[src/rtl/reg_lock_scoreboard.sv]
// Register-lock scoreboard: holds per-register locks and memory-busy state fed back
// into the grant checker, with a global all-locked state while a blocking op is in flight.

package maverickOne_pkg;
   localparam int unsigned NUM_REGS = 32;
endpackage

module reg_lock_scoreboard #(
   parameter int unsigned NR  = maverickOne_pkg::NUM_REGS,
   parameter int unsigned NWB = 2
) (
   input  logic                             clk_i,
   input  logic                             rst_i,
   input  logic                             issue_valid_i,
   input  logic                             issue_blocking_i,
   input  logic [$clog2(NR)-1:0]            issue_rd_i,
   input  logic [NR-1:0]                    issue_locks_i,
   input  logic                             issue_mem_busy_i,
   input  logic [NWB-1:0]                   wb_valid_i,
   input  logic [NWB-1:0][$clog2(NR)-1:0]   wb_rd_i,
   input  logic                             mem_done_i,
   input  logic                             blk_done_i,
   input  logic                             flush_i,
   output logic [NR-1:0]                    locks_o,
   output logic                             mem_busy_o,
   output logic                             blocked_o,
   output logic                             idle_o
);

   typedef enum logic {
      ST_RUN     = 1'b0,
      ST_BLOCKED = 1'b1
   } state_e;

   state_e          state_q, state_d;
   logic [NR-1:0]   lock_q, lock_d;
   logic            mem_q, mem_d;
   logic [NR-1:0]   wb_mask;
   logic [NR-1:0]   rd_bit;
   logic            issue_acc;

   // Registers cleared by any valid writeback port; register 0 never holds a lock.
   always_comb begin
      wb_mask = '0;
      for (int unsigned p = 0; p < NWB; p++) begin
         if (wb_valid_i[p]) begin
            wb_mask = wb_mask | (NR'(1) << wb_rd_i[p]);
         end
      end
      wb_mask[0] = 1'b0;
   end

   assign rd_bit    = (issue_rd_i != '0) ? (NR'(1) << issue_rd_i) : '0;
   assign issue_acc = (state_q == ST_RUN) && issue_valid_i;

   // State register
   always_ff @(posedge clk_i) begin
      if (rst_i) begin
         state_q <= ST_RUN;
      end else begin
         state_q <= state_d;
      end
   end

   // Next-state logic; blk_done_i only matters once BLOCKED
   always_comb begin
      state_d = state_q;
      unique case (state_q)
         ST_RUN: begin
            if (issue_valid_i && issue_blocking_i) begin
               state_d = ST_BLOCKED;
            end
         end
         ST_BLOCKED: begin
            if (blk_done_i) begin
               state_d = ST_RUN;
            end
         end
         default: state_d = ST_RUN;
      endcase
      if (flush_i) begin
         state_d = ST_RUN;
      end
   end

   // Lock vector and memory flag update; a same-cycle set beats a clear
   always_comb begin
      lock_d = lock_q & ~wb_mask;
      mem_d  = mem_q & ~mem_done_i;
      if (issue_acc) begin
         if (!issue_blocking_i) begin
            lock_d = (issue_locks_i & ~wb_mask) | rd_bit;
         end
         mem_d = mem_d | issue_mem_busy_i;
      end
      lock_d[0] = 1'b0;
      if (flush_i) begin
         lock_d = '0;
         mem_d  = 1'b0;
      end
   end

   always_ff @(posedge clk_i) begin
      if (rst_i) begin
         lock_q <= '0;
         mem_q  <= 1'b0;
      end else begin
         lock_q <= lock_d;
         mem_q  <= mem_d;
      end
   end

   // Outputs decoded from registers only, so no loop through the checker
   always_comb begin
      locks_o    = (state_q == ST_BLOCKED) ? '1 : lock_q;
      mem_busy_o = mem_q;
      blocked_o  = (state_q == ST_BLOCKED);
      idle_o     = (state_q == ST_RUN) && (lock_q == '0) && !mem_q;
   end

endmodule

[config.mk]
export PLATFORM = sky130hd
export DESIGN_NAME = reg_lock_scoreboard
export DESIGN_NICKNAME = d
export VERILOG_FILES = /design/src/rtl/reg_lock_scoreboard.sv
export SDC_FILE = /design/constraint.sdc
export NUM_CORES = 1
export LEC_CHECK = 0
export CAP_MARGIN = 20
export CORE_UTILIZATION = 23
export CTS_BUF_LIST = sky130_fd_sc_hd__clkbuf_2 sky130_fd_sc_hd__clkbuf_4 sky130_fd_sc_hd__clkbuf_8
export DETAILED_ROUTE_END_ITERATION = 7
export GPL_TIMING_DRIVEN = 0
export PLACE_DENSITY = 0.49
export SLEW_MARGIN = 20
export SYNTH_ARGS = -nofsm -noshare
export SYNTH_HDL_FRONTEND = slang
export SYNTH_SLANG_ARGS = --single-unit
[constraint.sdc]
create_clock -name clk_i -period 3.2 [get_ports clk_i]
set_clock_uncertainty 0.05 [all_clocks]
set_input_delay 0.48 -clock clk_i [delete_from_list [all_inputs] [get_ports clk_i]]
set_output_delay 0.48 -clock clk_i [all_outputs]
set_load 0.01 [all_outputs]
==> out/metrics.yaml, run 1 <==
grtUsageMet3_pct: 2.85
cts_tree: "yes"
coreArea_sq_mm: 0.00982
critPathTopFamily: "simple AND/OR/NAND/NOR gates"
cp.depth: 4
crit_path_end_kind: "primary output"
crit_top_cell: "nor4_1"
drt_wl_total_um: 8780
crit_slowest_cell: "clkdlybuf4s50_1"
drt_first_pass_iters: 4
drtIter0Drc: 123
ir_drop_mv: 0.138
ctsHtreeMaxLevel: 2
core.rowCount: 36
antenna-diode-count: 0
viasPerCell: 4.93
holdWs_ns: 0.588
start_util_pct: 23.8
path_max_fanout: 3
grt_setup_unrepaired: "no"
synth_area_per_cell_sq_um: 8.61
pin_count: 92
cp.required_ns: 2.67
final_nets: 425
p_per_area_mw_per_mm2: 313
cts_setup_buffers: 0
synth_top_area_share_pct: 28.3
crit_path_max_incr_delay_ns: 0.60
synthArstFlopShare_pct: 0
finalCritPeriodShare_pct: 84.0
finalSetupViolCount: 0
drcViolationCount: 0
relSlewSlack_pct: 61.0
die_w_um: 103
synth_flop_cell: "dfxtp_1"
root_buffer: "clkbuf_8"
place_congestion: 0.862
min_path_cells: 3
grt_max_degree: 11
track_usage_pct: 16.7
crit_chain: "nor4_1 > nand4_1 > nor4_1 > clkdlybuf4s50_1"
synth_edf_count: 0
yosys-top-cells-count: "34 x or2_2, 33 x dfxtp_1, 33 x nor2_1, 28 x mux2i_1, 27 x o22a_1"
p_total_mw: 1.09
grt_pass1_wl_um: 13000
vias: 2471
synth_cell_type_count: 37
die_area_sq_mm: 0.0106
use_met2_pct: 26.4
path_clk_slew_ns: 0.07
antenna_left: 0
hpwl_um: 7050
ff2ff_path_depth: 6
synthTopCellsByArea: "dfxtp_1 28%, mux2i_1 12%, o22a_1 10%"
use_met1_pct: 23.1
fin_tns_setup_ns: 0
busiest_layer: "met2"
rr_endpoint: "lock_q[20]"
cts_buffers: 5
ys_seq_area_share_pct: 28.3
die_h_um: 103
maxCapViolCount: 0
fin_cells: 501
arrival_ns: 2.16
critPathBufInv: 1
syn_nets: 328
critPathKind: "reg -> out"
yosysTopAreaCell: "dfxtp_1"
place_inst: 494
p_leak_nw: 1.22
ys_seq_elements: 33
r2r_start: "blocked_o"
critPathLaunchType: "flip-flop"
numClockSinks: 33
gr-total-overflow: 0
clk-insertion-delay-late_ns: 0.29
post-route-min-period_ns: 2.69
wl_per_cell_um: 17.5
netlist_area_sq_mm: 0.00233
status: "complete, no violations"
final_hold_viol_count: 0
fmax_ghz: 0.372
drive_gt1_share_pct: 15.8
worstMarginPinSlew_ns: 0.586
clock_path_buffers: 2
cts-hold-fix-buffers: 0
syn_inst: 271
grt_pass1_vias: 2383
io_buffers: 90
yosys.cell_count.top_type: "or2_2"
postCtsResizedCells: 0
reg2reg_slack_ns: 1.54
hp-class: "reg -> reg"
hold-path-endpoint: "lock_q[10]"
syn_to_final_growth_pct: 49.6
hold_start: "lock_q[10]"
antenna_found_initial: 0
slew_viol_final: 0
synth_warnings: 0
[layout by cell type, fill, tap and decap left out, drive strengths merged, types with 3 or more instances in the layout]
cell,n
o22ai,24
nand4bb,3
nand2,9
buf,9
nand4b,3
nand3,8
mux2,3
nor4,7
nor2,33
dfxtp,33
or2,34
mux2i,28
nor2b,5
or3b,4
nand3b,4
o32ai,4
clkbuf,17
o22a,27
nand2b,4
o221ai,3
clkdlybuf4s50,90
nand4,4
a21oi,5
[kinds of logic (layout without fill, tap and decap cells)]
kind of cell,count (synthesis),count (layout),share of synthesized area [%]
flip-flops,33,33,28.3
AO/OA/AOI/OAI,64,64,21.0
buffers and inverters,19,116,5.58
AND/OR/NAND/NOR,124,124,31.6
multiplexers,31,31,13.5
[flip-flops by register name (all words and copies together) (netlist names)]
register,cells
lock_q,31
blocked_o,1
mem_busy_o,1
[per-stage QoR]
step | util (%) | setup WS (ns) | cell area [sq um]
5_1_grt | 35.6 | 0.263 | 3490
3_5_place_dp | 34.6 | 0.760 | 3400
6_report | 35.6 | 0.512 | 3490
4_1_cts | 35.6 | 0.445 | 3490
2_1_floorplan | - | 1.43 | 2330
3_3_place_gp | 34.6 | 0.712 | 3400
[worst max path at each step]
stage                     from      to  slack, ns
floorplan            blocked_o  idle_o       1.43
global placement    lock_q[19]  idle_o       0.71
detailed placement  lock_q[19]  idle_o       0.76
CTS                 lock_q[19]  idle_o       0.45
global route        lock_q[24]  idle_o       0.26
finish              lock_q[24]  idle_o       0.51
[worst reg2reg max path, cell delays in order (launching register included)]
cell and delay [ns]:
dfxtp_1 0.43, nor3b_2 0.25, buf_6 0.19, buf_8 0.18
mux2i_1 0.24, o22a_1 0.15, nor2_1 0.04
[report_power, final]
part	internal, mW	switching (mW)
clock	0.179	0.161
combinational	0.180	0.141
sequential	0.421	0.00836
total	0.781	0.311
[final cells by class]
class	count	area, sq um
fill	1111	6330
multi-input combinational	219	1540
timing repair buffer	90	901
sequential	33	661
tap	133	166
buffer	19	130
clock buffer	7	90.1
[metal layers]
metal  vias to the layer above  share of wire [%]
met3                        14                5.7
li1                       1216                  -
met5                         -                  0
met4                         0                1.5
met2                        84                 45
met1                      1157                 48
Power figures use the tool's default switching activity.
==> run 2: changes to the inputs <==
- clock period: 3.2 -> 2.7 ns (I/O delays scaled with it)
==> run 2 against run 1 <==
Design area grew 0.72%. Non-clock buffer count unchanged. Die area stayed put. Sequential share of layout area shrank 0.13 points. Critical path depth is 1 lower. Total power grew 19%. Sequential power is 19% higher. Combinational power up 20%. Wire length grew 0.10%. First-iteration DRC count is 4.1% lower. Register-to-register slack got worse by 0.50 ns. Highest routed layer unchanged.
==> out/metrics.yaml, run 2 (synthesis gave the netlist of run 1 again) <==
drive_gt1_share_pct: 16.8  # +1.1 points
cts_buffers: 5  # unchanged
place_inst: 494  # unchanged
largest_reg_flops: 31  # unchanged
layout_common_cells: "90 x clkdlybuf4s50_1, 34 x or2_2, 33 x nor2_1, 33 x dfxtp_1, 28 x mux2i_1"
clock_path_buffers: 2  # unchanged
antenna_left: 0  # unchanged
maxCapViolCount: 0  # unchanged
root_buffer: "clkbuf_8"
cts_tree: "yes"
io_buffers: 90  # unchanged
gr-total-overflow: 0  # unchanged
die_h_um: 103  # unchanged
hp-class: "reg -> reg"
slew_viol_final: 0  # unchanged
ctsHtreeMaxLevel: 2  # unchanged
crit_path_end_kind: "primary output"
post-route-min-period_ns: 2.61
mostFrequentLayoutCell: "clkdlybuf4s50_1"
crit_slowest_cell: "dfxtp_1"
fin_tns_setup_ns: 0  # unchanged
status: "complete, no violations"
relSlewSlack_pct: 60.3  # -0.66 points
postCtsResizedCells: 0  # unchanged
pin_count: 92  # unchanged
wl_per_cell_um: 17.6  # +0.10%
finalSetupViolCount: 0  # unchanged
antenna-diode-count: 0  # unchanged
worstMarginPinSlew_ns: 0.596  # +0.00986 ns
cts-hold-fix-buffers: 0  # unchanged
critPathTopFamily: "buffers and inverters"
place_congestion: 0.862  # unchanged
crit_path_max_incr_delay_ns: 0.58  # -0.02 ns
ir_drop_mv: 0.166  # +21%
viasPerCell: 4.94  # +0.20%
syn_to_final_growth_pct: 50.7
p_leak_nw: 1.22  # +0.45%
critPathBufInv: 2  # +1
path_clk_slew_ns: 0.07  # about the same
drt_first_pass_iters: 4  # unchanged
grt_pass1_wl_um: 13000  # unchanged
drcViolationCount: 0  # unchanged
drtIter0Drc: 118  # -4.1%
critPathLaunchType: "flip-flop"
drt_wl_total_um: 8790  # +0.10%
final_hold_viol_count: 0  # unchanged
path_max_fanout: 10  # +7
fin_cells: 501  # unchanged
critPathKind: "reg -> out"
finalCritPeriodShare_pct: 96.5
use_met2_pct: 26.4  # unchanged
regMostFlops: "lock_q"
clk-insertion-delay-late_ns: 0.29  # about the same
antenna_found_initial: 0  # unchanged
grtUsageMet3_pct: 2.85  # unchanged
die_w_um: 103  # unchanged
use_met1_pct: 23.1  # unchanged
start_util_pct: 23.8  # unchanged
final_nets: 425  # unchanged
cts_setup_buffers: 0  # unchanged
grt_max_degree: 11  # unchanged
coreArea_sq_mm: 0.00982  # unchanged
crit_chain: "clkbuf_1 > or2_2 > clkdlybuf4s50_1"
core.rowCount: 36  # unchanged
p_per_area_mw_per_mm2: 369  # +18%
fmax_ghz: 0.384
busiest_layer: "met2"
p_total_mw: 1.30  # +19%
ff2ff_path_depth: 6  # unchanged
numClockSinks: 33  # unchanged
hpwl_um: 7050  # unchanged
track_usage_pct: 16.7  # unchanged
grt_pass1_vias: 2383  # unchanged
cp.depth: 3  # -1
vias: 2476  # +0.20%
nFillCells: 1112  # +0.090%
die_area_sq_mm: 0.0106  # unchanged
min_path_cells: 3  # unchanged
arrival_ns: 2.15  # about the same
cp.required_ns: 2.25  # -0.42 ns
## run 2: cell counts in the layout (fill, tap and decap cells not counted)
No cell type changed its count.
## run 2: power breakdown
| group | internal, mW | switching (mW) |
|---|---|---|
| clock network | 0.213 | 0.191 |
| logic | 0.216 | 0.170 |
| registers | 0.499 | 0.0106 |
## run 2: cell type report
| cell class | instances | area, sq um | area share (%) |
|---|---|---|---|
| multi-input cells | 219 | 1570 | 44.6 |
| repair buffers | 90 | 901 | 25.6 |
| flip-flops and latches | 33 | 661 | 18.8 |
| well taps | 133 | 166 | 4.73 |
| plain buffers | 19 | 130 | 3.70 |
| clock buffers | 7 | 90.1 | 2.56 |
## run 2: final timing paths
path,to,slack [ns],start
max,locks_o[21],0.09,blocked_o
min,lock_q[10],0.59,lock_q[10]
max reg2reg,lock_q[20],1.04,blocked_o
min reg2reg,lock_q[10],0.59,lock_q[10]
## run 2: stage by stage
stage	worst slack (ns)	hold slack (ns)	area, sq um	utilization (%)
floorplan	1.00	0.494	2330	-
global placement	0.287	0.578	3400	34.6
detailed placement	0.335	0.586	3400	34.6
CTS	0.0202	0.598	3490	35.6
global route	-0.0261	0.626	3520	35.8
finish	0.0936	0.588	3520	35.8
## run 2: layer usage
metal,vias up,part of all wire (%)
li1,1217,-
met4,0,1.1
met3,6,5.0
met1,1177,49
met5,-,0
met2,76,45
## run 2: worst reg2reg max path: cells and delay by family (launching register included)
family / cells / cell delay [ns]
flip-flops: 1 / 0.44
multiplexers: 1 / 0.24
AO/OA/AOI/OAI: 1 / 0.15
buffers and inverters: 2 / 0.37
AND/OR/NAND/NOR: 2 / 0.29
==> RTL edit 1 (flow settings as in run 2) <==
Set the package constant `NUM_REGS` to 16 (it was 32).
--- a/src/rtl/reg_lock_scoreboard.sv
+++ b/src/rtl/reg_lock_scoreboard.sv
@@ -2,7 +2,7 @@
 // into the grant checker, with a global all-locked state while a blocking op is in flight.
 
 package maverickOne_pkg;
-   localparam int unsigned NUM_REGS = 32;
+   localparam int unsigned NUM_REGS = 16;
 endpackage
 
 module reg_lock_scoreboard #(
Interface: changed (resized issue_locks_i, issue_rd_i, locks_o and wb_rd_i); port bits go from 92 to 57. No check against the original RTL was run, so the function may have changed too.
==> RTL edit 1 against run 2 <==
- area after synthesis down 47%
- largest power group unchanged
- sequential cell count down 16
- critical path type unchanged
- combinational power down 46%
- design area down 46%
- clock power down 51%
- wire length down 52%
- critical endpoint is now locks_o[10]
- sequential share of layout area down 0.91 points
- critical path depth unchanged
- worst setup slack better by 0.17 ns
- cell count down 46%
- highest routed layer unchanged
- total power down 49%
==> RTL edit 1: results (changes against run 2) <==
| Metric | Value |
|---|---|
| Syn avg cell area | `8.48 sq um (-1.5%)` |
| Sequential-to-total area share from yosys stat | `27.5% (-0.84 points)` |
| H-tree level count | `1 (-1)` |
| Worst-path fanout max | `11 (+1)` |
| Synthesized net count | `184 (-44%)` |
| PortBufs | `53 (-41%)` |
| Worst-Skew Late Latency | `0.26 ns (-0.03 ns)` |
| Largest net degree at the start of global routing | `12 (+1)` |
| Yosys cell types | `32 (-14%)` |
| First-pass GRT wire length | `6.47 mm (-50%)` |
| Nets@finish | `242 (-43%)` |
| Max reg flops | `15 (-52%)` |
| Iter 0 DRT Violations | `69 (-42%)` |
| Post-synth EDFFs | `0 (unchanged)` |
| CTS Hold Bufs | `0 (unchanged)` |
| Slowest Stage Delay on Critical Path | `0.55 ns (-0.03 ns)` |
| Slew headroom | `68.7% (+8.4 points)` |
| Post-cts resize count | `0 (unchanged)` |
| Outcome | `finished clean` |
| Synth top cells by count | `dfxtp_1, mux2i_1, or2_2` |
| Max rail drop VDD | `0.172 mV (+3.5%)` |
| # diodes | `0 (unchanged)` |
| Max Root-Sink Buffers | `2 (unchanged)` |
| Layout cells sized above 1 | `13.3% (-3.5 points)` |
| Pleak | `0.000705 uW (-42%)` |
| Clock root cell | `clkbuf_8` |
| Top post-synthesis cells by area | `dfxtp_1, mux2i_1, or2_2` |
| Vias per Instance | `4.92 (-0.46%)` |
| Total wire length | `4.20 mm (-52%)` |
| DR pass1 iterations | `4 (unchanged)` |
| Synth warnings | `0 (unchanged)` |
| Clock-pin slew on the worst setup and hold paths | `0.07 ns (about the same)` |
| Place WS | `0.537 ns (+0.201 ns)` |
| CTS buffer count | `3 (-2)` |
| Async S/R FF share, synth | `0% (unchanged)` |
| Vias | `1,343 (-46%)` |
| Number of fill cells in the layout | `578 (-48%)` |
| HPWL Detailed | `3.37 mm (-52%)` |
| Main synth FF type | `dfxtp_1` |
| Initial antenna violation count | `0 (unchanged)` |
| Worst Path Arrival | `1.98 ns (-0.17 ns)` |
| RePlAce Congestion | `0.845 (-2.0%)` |
| GR Util All Layers | `15.5% (-1.2 points)` |
| Post-Place Cells | `269 (-46%)` |
## RTL edit 1: changes by cell type after synthesis, sizes merged, moves of 7 or more
cell | before | now
nor2 | 33 | 6
o22a | 27 | 0
or2 | 34 | 15
dfxtp | 33 | 17
mux2i | 28 | 15
o22ai | 24 | 12
nor3 | 1 | 10
and2 | 0 | 7
o21a | 0 | 7
## RTL edit 1: per-stage QoR
step                      area (sq um)  hold slack [ns]  total power (uW)
after floorplan                   1240            0.424               361
after global placement            1860            0.569               476
after detailed placement          1860            0.573               477
after CTS                         1900            0.597               674
after global routing              1900            0.648               706
final                             1900            0.603               668
## RTL edit 1: cells by family (layout without fill, tap and decap cells)
family | after synthesis | count (layout) | share of synthesized area, %
flip-flops | 17 | 17 | 27.5
AO/OA/AOI/OAI | 31 | 31 | 18.3
multiplexers | 15 | 15 | 12.1
buffers and inverters | 7 | 64 | 4.34
AND/OR/NAND/NOR | 76 | 76 | 37.8
## RTL edit 1: worst paths after layout
path | slack, ns | to | start
worst min register to register | 0.60 | lock_q[14]$_SDFF_PP0_ | lock_q[14]$_SDFF_PP0_
worst min-delay path | 0.60 | lock_q[14]$_SDFF_PP0_ | lock_q[14]$_SDFF_PP0_
worst max-delay path | 0.27 | locks_o[10] | blocked_o$_SDFF_PP0_
worst max register to register | 1.02 | lock_q[4]$_SDFF_PP0_ | blocked_o$_SDFF_PP0_
## RTL edit 1: layout make-up
type / instances / area [sq um] / share of cell area, %
Buffer: 7 / 53.8 / 2.83
Clock buffer: 3 / 41.3 / 2.17
Clock inverter: 1 / 5.00 / 0.263
Multi-Input combinational cell: 122 / 845 / 44.4
Sequential cell: 17 / 340 / 17.9
Tap cell: 70 / 87.6 / 4.60
Timing Repair Buffer: 53 / 531 / 27.9
## RTL edit 1: tightest hold or removal path, cell delays in order, from the launching register on
cell	delay, ns
dfxtp_1	0.33
mux2i_1	0.07
o22ai_1	0.10
and2_1	0.13
## RTL edit 1: power breakdown
group,switching (uW),total (uW),leakage (uW),internal [uW]
logic,88.8,208,0.000542,120
registers,5.87,263,0.000138,257
clock network,93.6,196,0.0000255,103
total,188,668,0.000705,479
## RTL edit 1: metal layers
| metal | share of wire [%] | GRT usage [%] | vias to the layer above |
|---|---|---|---|
| li1 | - | - | 664 |
| met1 | 45 | 20.5 | 626 |
| met2 | 48 | 25.5 | 47 |
| met3 | 5.3 | 3.57 | 6 |
| met4 | 1.4 | 3.91 | 0 |
| met5 | 0 | 0 | - |
==> RTL edit 2 (settings of run 2) <==
Made on the original files. Add an input register stage for `wb_rd_i`, with the module's reset; this delays it by one clock. The other inputs are not delayed to match.
--- a/src/rtl/reg_lock_scoreboard.sv
+++ b/src/rtl/reg_lock_scoreboard.sv
@@ -32,6 +32,16 @@
       ST_BLOCKED = 1'b1
    } state_e;
 
+   logic [NWB-1:0][$clog2(NR)-1:0] wb_rd_q;
+
+   always_ff @(posedge clk_i) begin
+      if (rst_i) begin
+         wb_rd_q <= '0;
+      end else begin
+         wb_rd_q <= wb_rd_i;
+      end
+   end
+
    state_e          state_q, state_d;
    logic [NR-1:0]   lock_q, lock_d;
    logic            mem_q, mem_d;
@@ -44,7 +54,7 @@
       wb_mask = '0;
       for (int unsigned p = 0; p < NWB; p++) begin
          if (wb_valid_i[p]) begin
-            wb_mask = wb_mask | (NR'(1) << wb_rd_i[p]);
+            wb_mask = wb_mask | (NR'(1) << wb_rd_q[p]);
          end
       end
       wb_mask[0] = 1'b0;
Check against the original RTL: not equivalent (a bounded check fails within 4 cycles, from zero or initial values and one cycle with rst_i high).
==> RTL edit 2 against run 2 <==
- first-iteration DRC count fell by 29%
- sequential power rose by 33%
- count of clock-buffer cells in the layout did not move
- total power rose by 13%
- clock power rose by 5.7%
- global-route usage fell by 1.1 points
- worst setup slack improved by 0.094 ns
- wire length fell by 0.31%
- design area rose by 5.5%
- register-to-register slack got worse by 0.04 ns
- die area rose by 8.6%
- maximum frequency rose by 3.7%
- sequential cell count rose by 10
- area after synthesis rose by 8.7%
- largest cell class unchanged
==> RTL edit 2: results (changes against run 2) <==
| Metric | Value |
|---|---|
| DR pass1 iterations | `4 (unchanged)` |
| Worst-path fanout max | `3 (-7)` |
| Outcome | `finished clean` |
| Hold crit path type | `register to register` |
| RePlAce Congestion | `0.873 (+1.4%)` |
| Iter 0 DRT Violations | `84 (-29%)` |
| Routed WL per cell | `16.7 um (-4.7%)` |
| Met3 Resource Use GR | `3.40% (+0.56 points)` |
| Sequential-to-total area share from yosys stat | `33.9% (+5.6 points)` |
| Max rail drop VDD | `0.151 mV (-9.2%)` |
| Delay-heaviest family, CP | `simple AND/OR/NAND/NOR gates` |
| Met2 wire length | `4.12 mm (+3.6%)` |
| Vias in the first global route | `2,561 (+7.5%)` |
| Place WS | `0.385 ns (+0.0501 ns)` |
| Pleak | `0.00131 uW (+7.0%)` |
| Synth top cells by count | `dfxtp_1, nor2_1, or2_2` |
| Seq power | `676 uW (+33%)` |
| Cell count after synthesis | `290 (+7.0%)` |
| Clock-pin slew on the worst setup and hold paths | `0.09 ns (+0.02 ns)` |
| Share of total power in combinational logic | `25.1% (-4.6 points)` |
| Slowest Stage Delay on Critical Path | `0.61 ns (+0.03 ns)` |
| HPWL Detailed | `7.06 mm (+0.15%)` |
| Yosys cell types | `31 (-16%)` |
| NetSw | `400 uW (+7.9%)` |
| Worst Path Arrival | `2.06 ns (-0.09 ns)` |
| Slowest CP cell | `or4_1` |
| Largest net degree at the start of global routing | `13 (+2)` |
| Nets@finish | `444 (+4.5%)` |
| Number of fill cells in the layout | `1,116 (+0.36%)` |
| M1 WL | `4.08 mm (-4.6%)` |
| DR WL met3 | `445 um (+1.8%)` |
| Synthesized net count | `347 (+5.8%)` |
| Top post-synthesis cells by area | `dfxtp_1, mux2i_1, o22a_1` |
| M1 GR Usage | `19.8% (-3.3 points)` |
| Finished Layout Cells | `524 (+4.6%)` |
| Power density over the cells | `396 mW/mm^2 (+7.3%)` |
| Compound-cell area share of the yosys netlist | `18.6% (-2.4 points)` |
| GRT met2 Usage | `26.3% (-0.14 points)` |
| Layout cells sized above 1 | `12.6% (-4.2 points)` |
| Post-Place Cells | `516 (+4.5%)` |
| Mux cell area share after synthesis | `12.3% (-1.1 points)` |
RTL edit 2: layout make-up:
type	instances	share of cell area (%)
clock inverters	1	0.135
plain buffers	20	3.14
well taps	136	4.59
clock buffers	7	2.26
flip-flops and latches	43	23.2
multi-input cells	227	42.4
repair buffers	90	24.3
RTL edit 2: logic make-up (layout without fill, tap and decap cells):
family | count (synthesis) | in the layout
flops | 43 | 43
simple gates | 132 | 132
compound gates | 64 | 64
mux | 31 | 31
buf+inv | 20 | 118
RTL edit 2: final timing paths:
check / from / end / slack [ns]
max: lock_q[11]$_SDFF_PP0_ / idle_o / 0.19
max reg2reg: blocked_o$_SDFF_PP0_ / lock_q[1]$_SDFF_PP0_ / 1.00
min reg2reg: lock_q[21]$_SDFF_PP0_ / lock_q[21]$_SDFF_PP0_ / 0.59
min: lock_q[21]$_SDFF_PP0_ / lock_q[21]$_SDFF_PP0_ / 0.59
RTL edit 2: repair_timing:
action / CTS / global route
setup endpoints to repair: 0 / 1
setup buffers: 0 / 0
gates resized for setup: 0 / 2
